===== src/rtl/irq_pkg.sv =====
// Shared definitions for the interrupt controller: FSM encoding, config register
// offsets inside the controller window, and the global-enable bit position.
// Pure package, no ports.
package irq_pkg;

  // FSM encoding, visible to software in STAT[1:0]
  typedef enum logic [1:0] {
    S_IDLE    = 2'd0,
    S_REQ     = 2'd1,
    S_SERVICE = 2'd2
  } state_t;

  // Byte offsets within the window (memory map strips the base before us)
  localparam logic [31:0] REG_MASK = 32'h0000_0000;
  localparam logic [31:0] REG_PEND = 32'h0000_0004;
  localparam logic [31:0] REG_STAT = 32'h0000_0008;

  localparam int GLOBAL_EN_BIT = 31;

  // Window base used by the memory-map decode, not by this block
  localparam logic [31:0] IRQ_WINDOW_BASE = 32'h0070_0000;

endpackage


===== src/rtl/irq_edge_latch.sv =====
// Rising-edge event capture into a pending vector with W1C and ack-clear.
// Latency: an edge sampled at posedge k shows in pending after edge k; no backpressure.
// Ports: clk/rst; irq_src levels; w1c_en/w1c_mask from PEND write; ack_clr/ack_idx
// from the FSM on handshake ack; pending out. A new event beats any clear of that bit.
module irq_edge_latch #(
  parameter int NUM_IRQ = 2,
  parameter int IW      = 1
) (
  input  logic               clk,
  input  logic               rst,
  input  logic [NUM_IRQ-1:0] irq_src,
  input  logic               w1c_en,
  input  logic [NUM_IRQ-1:0] w1c_mask,
  input  logic               ack_clr,
  input  logic [IW-1:0]      ack_idx,
  output logic [NUM_IRQ-1:0] pending
);

  logic [NUM_IRQ-1:0] prev_src;
  logic [NUM_IRQ-1:0] rise;
  logic [NUM_IRQ-1:0] clr;

  assign rise = irq_src & ~prev_src;

  always_comb begin
    clr = w1c_en ? w1c_mask : '0;
    for (int i = 0; i < NUM_IRQ; i++) begin
      if (ack_clr && (ack_idx == IW'(i))) clr[i] = 1'b1;
    end
  end

  always_ff @(posedge clk or posedge rst) begin
    if (rst) begin
      prev_src <= '0;
      pending  <= '0;
    end else begin
      prev_src <= irq_src;
      // set is OR'd after the clear so a same-cycle event keeps the bit
      pending  <= (pending & ~clr) | rise;
    end
  end

endmodule


===== src/rtl/irq_controller.sv =====
// Interrupt scheduler: latch events, mask, fixed-priority pick, req/ack/done with pipeline.
// Latency: pending -> irq_req one cycle (IDLE consumes one cycle); ack -> SERVICE next edge.
// Backpressure: irq_req/irq_addr held until irq_ack; only one interrupt in service.
// Ports: clk/rst; irq_src events; cfg_addr/cfg_wrdata/cfg_we/cfg_rddata for MASK,
// PEND, STAT; irq_addr (zero-extended winner) to the IDT; irq_req/irq_ack/irq_done.
module irq_controller
  import irq_pkg::*;
#(
  parameter int NUM_IRQ = 2
) (
  input  logic               clk,
  input  logic               rst,
  input  logic [NUM_IRQ-1:0] irq_src,
  input  logic [31:0]        cfg_addr,
  input  logic [31:0]        cfg_wrdata,
  input  logic               cfg_we,
  output logic [31:0]        cfg_rddata,
  output logic [31:0]        irq_addr,
  output logic               irq_req,
  input  logic               irq_ack,
  input  logic               irq_done
);

  localparam int IW = (NUM_IRQ > 1) ? $clog2(NUM_IRQ) : 1;

  state_t             state_q, state_d;
  logic [IW-1:0]      cur_irq_q, cur_irq_d;
  logic [NUM_IRQ-1:0] mask_en;
  logic               global_en;
  logic [NUM_IRQ-1:0] pending;
  logic [NUM_IRQ-1:0] elig;
  logic [IW-1:0]      winner;
  logic               ack_clr;
  logic               mask_wr;
  logic               pend_wr;
  logic               wrdata_unused;

  // Bits of write data outside the implemented fields are simply dropped
  assign wrdata_unused = ^cfg_wrdata;

  assign mask_wr = cfg_we && (cfg_addr == REG_MASK);
  assign pend_wr = cfg_we && (cfg_addr == REG_PEND);

  always_ff @(posedge clk or posedge rst) begin
    if (rst) begin
      mask_en   <= '0;
      global_en <= 1'b0;
    end else if (mask_wr) begin
      mask_en   <= cfg_wrdata[NUM_IRQ-1:0];
      global_en <= cfg_wrdata[GLOBAL_EN_BIT];
    end
  end

  irq_edge_latch #(
    .NUM_IRQ (NUM_IRQ),
    .IW      (IW)
  ) u_edge_latch (
    .clk      (clk),
    .rst      (rst),
    .irq_src  (irq_src),
    .w1c_en   (pend_wr),
    .w1c_mask (cfg_wrdata[NUM_IRQ-1:0]),
    .ack_clr  (ack_clr),
    .ack_idx  (cur_irq_q),
    .pending  (pending)
  );

  // Mask register is read before its write lands, so a same-cycle
  // MASK write never affects this cycle's decision.
  assign elig = pending & mask_en & {NUM_IRQ{global_en}};

  // Lowest index wins: scan high to low so the last hit is the lowest
  always_comb begin
    winner = '0;
    for (int i = NUM_IRQ - 1; i >= 0; i--) begin
      if (elig[i]) winner = IW'(i);
    end
  end

  always_ff @(posedge clk or posedge rst) begin
    if (rst) begin
      state_q   <= S_IDLE;
      cur_irq_q <= '0;
    end else begin
      state_q   <= state_d;
      cur_irq_q <= cur_irq_d;
    end
  end

  always_comb begin
    state_d   = state_q;
    cur_irq_d = cur_irq_q;
    ack_clr   = 1'b0;
    case (state_q)
      S_IDLE: begin
        if (elig != '0) begin
          cur_irq_d = winner;
          state_d   = S_REQ;
        end
      end
      S_REQ: begin
        // mask changes are deliberately ignored here: a raised request stays up
        if (irq_ack) begin
          ack_clr = 1'b1;
          state_d = S_SERVICE;
        end
      end
      S_SERVICE: begin
        if (irq_done) state_d = S_IDLE;
      end
      default: state_d = S_IDLE;
    endcase
  end

  // Decoded straight from state so reset drops the request immediately
  assign irq_req  = (state_q == S_REQ);
  assign irq_addr = 32'(cur_irq_q);

  always_comb begin
    cfg_rddata = '0;
    case (cfg_addr)
      REG_MASK: begin
        cfg_rddata[NUM_IRQ-1:0]    = mask_en;
        cfg_rddata[GLOBAL_EN_BIT]  = global_en;
      end
      REG_PEND: cfg_rddata[NUM_IRQ-1:0] = pending;
      REG_STAT: begin
        cfg_rddata[1:0]  = state_q;
        cfg_rddata[15:8] = 8'(cur_irq_q);
        cfg_rddata[16]   = irq_req;
      end
      default: cfg_rddata = '0;
    endcase
  end

endmodule


===== config.mk =====
export PLATFORM = sky130hd
export DESIGN_NAME = irq_controller
export DESIGN_NICKNAME = d
export VERILOG_FILES = /design/src/rtl/irq_pkg.sv /design/src/rtl/irq_edge_latch.sv /design/src/rtl/irq_controller.sv
export SDC_FILE = /design/constraint.sdc
export NUM_CORES = 1
export LEC_CHECK = 0
export BUFFER_PORTS_ARGS = -buffer_cell sky130_fd_sc_hd__buf_4
export CORE_ASPECT_RATIO = 1.2
export CORE_MARGIN = 2
export CORE_UTILIZATION = 32
export DETAILED_ROUTE_END_ITERATION = 8
export PLACE_DENSITY_LB_ADDON = 0.2
export SLEW_MARGIN = 25
export SYNTH_ARGS = -nofsm -noshare
export SYNTH_HDL_FRONTEND = slang
export SYNTH_SLANG_ARGS = --single-unit

===== constraint.sdc =====
create_clock -name clk -period 1.5 [get_ports clk]
set_input_delay 0.075 -clock clk [delete_from_list [all_inputs] [get_ports clk]]
set_output_delay 0.075 -clock clk [all_outputs]
set_load 0.1 [all_outputs]

==> impl_metrics.py <==
metrics = {
    "run_status": {
        "status": "complete, no violations",
    },
    "worst_setup_path": {
        "cp_required_ns": 1.42,
        "ff2ff_path_depth": 4,
        "critPathKind": "in -> out",
        "critPathLaunchType": "primary input",
        "worst-path-max-fanout": 4,
        "cp_cell_sequence": "buf_4, nor4_2, nand4_1, or2_4, buf_6, nor3_4, buf_12",
        "critPathArrivalTime_ns": 1.40,
        "critical-path-slowest-cell": "sky130_fd_sc_hd__or2_4",
        "endpoint_kind": "output pin",
        "cp_slowest_stage_delay_ns": 0.29,
    },
    "cells_and_area": {
        "final_layout_size_suffix_gt1_share_pct": 41.3,
        "total_area_of_sequential_cells_sq_um": 250,
        "fin_nets": 251,
        "insertedDiodeCount": 0,
        "most-common-layout-cells": "58 x sky130_fd_sc_hd__conb_1, 39 x sky130_fd_sc_hd__buf_4, 10 x sky130_fd_sc_hd__dfrtp_1, 10 x sky130_fd_sc_hd__buf_6, 5 x sky130_fd_sc_hd__nor4_4",
        "flow.area_growth_from_synthesis_pct": 45.0,
        "layout.cell_area.non_filler_sq_um": 1500,
        "filler_cell_count": 307,
        "final_common_cell": "sky130_fd_sc_hd__conb_1",
        "multi_input_comb_area_sq_um": 663,
        "utilization_pct": 48.5,
    },
    "synth": {
        "synth_area_leader_cell": "sky130_fd_sc_hd__buf_4",
        "yosysUniqueCellTypes": 25,
        "synth_largest_type_area_fraction_pct": 42.9,
        "netlist_area_sq_um": 1030,
        "ys_async_sr_fraction_pct": 100,
        "synthesis.instances": 123,
        "ys_seq_elements": 10,
        "ys.warnings.count": 0,
        "seq_area_frac_synth_pct": 24.2,
        "syn_area_per_cell_sq_um": 8.39,
        "number_of_enable_type_register_cells_in_the_synthesized_netlist": 0,
        "ys_dominant_reg_cell": "sky130_fd_sc_hd__dfrtp_1",
        "synth_area_leaders": "sky130_fd_sc_hd__buf_4 43%, sky130_fd_sc_hd__dfrtp_1 24%, sky130_fd_sc_hd__nor4_1 4.2%",
    },
    "global_route": {
        "vias_in_the_first_global_route": 773,
        "grt_max_degree": 11,
        "grt_pass1_wl_mm": 3.31,
        "antenna_found_initial": 0,
        "global_route.usage.total_pct": 11.4,
        "overflow": 0,
    },
    "power": {
        "pwr-share-clk_pct": 18.0,
        "pwr_dens_nw_per_um2": 894,
        "seq_power_share_pct": 21.5,
        "internal_power_uw": 529,
        "power.switching_uw": 808,
        "power_frac_comb_pct": 60.5,
        "max-vdd-ir-drop_uv": 710,
        "netSwitchingFraction_pct": 60.4,
        "static-leakage-power_nw": 0.749,
    },
    "die": {
        "std_cell_core_area_sq_um": 3080,
        "die_height_um": 66.2,
        "initial_core_util_pct": 33.5,
        "rows": 22,
        "fp.dieW_um": 55.8,
        "ios": 136,
        "design.die.area_sq_um": 3700,
    },
    "detailed_routing": {
        "wirelength_mm": 2.14,
        "antenna_violating_nets_post_route": 0,
        "detail_route.first_pass.iterations": 4,
        "drt_first_iter_violations": 6,
        "detailroute.via_count": 865,
        "wl_per_cell_um": 9.95,
        "detail_route.drc_violations": 0,
        "post_detailed_route_via_to_cell_ratio": 4.02,
    },
    "clocking": {
        "clock_insertion_delay_worst_skew_ns": 0.26,
        "tritoncts": "yes",
        "cts_inserted_buffers": 3,
        "clk_pin_slew_ns": 0.07,
        "clock_path_buffers": 2,
        "clock_tree.root_cell": "sky130_fd_sc_hd__clkbuf_4",
        "cts_htree_levels": 1,
        "cts_sinks": 10,
    },
    "sta": {
        "setup-violations-final": 0,
        "max_clock_freq_mhz": 679,
        "period_needed_ns": 1.47,
        "final.setup_skew_ns": 0.00532,
        "hold_viol_final": 0,
        "final.hold.worst_slack_ns": 0.0142,
        "maxSlewViolCount": 0,
        "rsz0062_at_grt": "true",
        "timing.final.crit_share_pct": 98.2,
    },
    "job": {
        "cap_viol_max_count": 0,
    },
    "place": {
        "port_buffers": 48,
        "postPlaceCellArea_sq_um": 1310,
        "gp_congestion": 0.713,
        "place.detailed.hpwl_mm": 1.86,
    },
    "hold_path": {
        "hold_class": "in -> reg",
        "holdPathStages": 2,
    },
}
==> cell families after synthesis <==
kind of cell           synth area share (%)
buffers and inverters                  44.4
AND/OR/NAND/NOR                        19.8
AO/OA/AOI/OAI                          6.06
flip-flops                             24.2
multiplexers                           5.21
other                                 0.363
==> through the flow <==
| stage | cells | worst slack, ns | setup TNS (ns) | power (mW) |
|---|---|---|---|---|
| finish | 215 | 0.0266 | 0 | 1.34 |
| global placement | 207 | -0.0812 | -0.464 | 1.07 |
| floorplan | 180 | -0.570 | -1.79 | 1.09 |
| detailed placement | 207 | -0.126 | -0.635 | 1.08 |
| global route | 215 | -0.0758 | -0.167 | 1.39 |
| CTS | 215 | 0.00266 | 0 | 1.34 |
==> worst paths after layout <==
path	start	endpoint	slack [ns]
setup / recovery	cfg_addr[5]	cfg_rddata[8]	0.03
hold / removal	irq_ack	state_q[0]$_DFFE_PP0P_	0.01
setup reg to reg	state_q[0]$_DFFE_PP0P_	u_edge_latch.pending[0]$_DFF_PP0_	0.37
hold reg to reg	u_edge_latch.prev_src[1]$_DFF_PP0_	u_edge_latch.pending[1]$_DFF_PP0_	0.43
max in group asynchronous	rst	u_edge_latch.pending[0]$_DFF_PP0_	0.87
min in group asynchronous	rst	state_q[0]$_DFFE_PP0P_	0.35
==> routing by layer <==
layer | share of wire [%] | GRT usage, % | up-vias
li1 | - | - | 411
met2 | 54 | 21.0 | 67
met4 | 0.56 | 4.46 | 0
met5 | 0 | 0 | -
met1 | 33 | 12.2 | 385
met3 | 12 | 3.33 | 2
==> critical path, delay by kind of cell <==
family	cells	cell delay, ns
buffers and inverters	3	0.45
and+or+nand+nor	4	0.86
==> power by group through the flow <==
stage | Combinational, mW | Sequential, mW | Clock, mW
2_1_floorplan | 0.799 | 0.290 | 0
3_3_place_gp | 0.781 | 0.292 | 0
3_5_place_dp | 0.783 | 0.293 | 0
4_1_cts | 0.800 | 0.287 | 0.253
5_1_grt | 0.832 | 0.288 | 0.267
6_report | 0.810 | 0.287 | 0.241
==> final cells by class <==
type / count / area share [%]
Multi-Input combinational cell: 107 / 44.3
Timing Repair Buffer: 55 / 32.8
Sequential cell: 10 / 16.7
Tap cell: 36 / 3.01
Clock buffer: 4 / 2.42
Inverter: 3 / 0.753
==> Yosys cell counts, types with 2 or more instances <==
| master | instances |
|---|---|
| sky130_fd_sc_hd__a21oi_1 | 3 |
| sky130_fd_sc_hd__buf_4 | 59 |
| sky130_fd_sc_hd__dfrtp_1 | 10 |
| sky130_fd_sc_hd__inv_1 | 3 |
| sky130_fd_sc_hd__mux2_2 | 3 |
| sky130_fd_sc_hd__mux2i_1 | 2 |
| sky130_fd_sc_hd__nand2_1 | 4 |
| sky130_fd_sc_hd__nand3_1 | 3 |
| sky130_fd_sc_hd__nand4_1 | 2 |
| sky130_fd_sc_hd__nor2_1 | 7 |
| sky130_fd_sc_hd__nor2b_1 | 3 |
| sky130_fd_sc_hd__nor3_1 | 3 |
| sky130_fd_sc_hd__nor4_1 | 7 |
| sky130_fd_sc_hd__o21ai_0 | 2 |
| sky130_fd_sc_hd__o22ai_1 | 2 |
==> flip-flops by register name, summed over array words and instances (netlist names) <==
register	flops
cur_irq_q	1
global_en	1
mask_en	2
state_q	2
u_edge_latch.pending	2
u_edge_latch.prev_src	2
==> timing repair <==
action | 4_1_cts | 5_1_grt
gates resized for setup | 14 | 10
endpoints found under the hold margin | 12 | 0
pin swaps | 9 | 3
setup buffers | 1 | 0
setup endpoints to repair | 5 | 5
hold buffers | 3 | 0
Note: power is estimated with default switching activity, not from simulation.
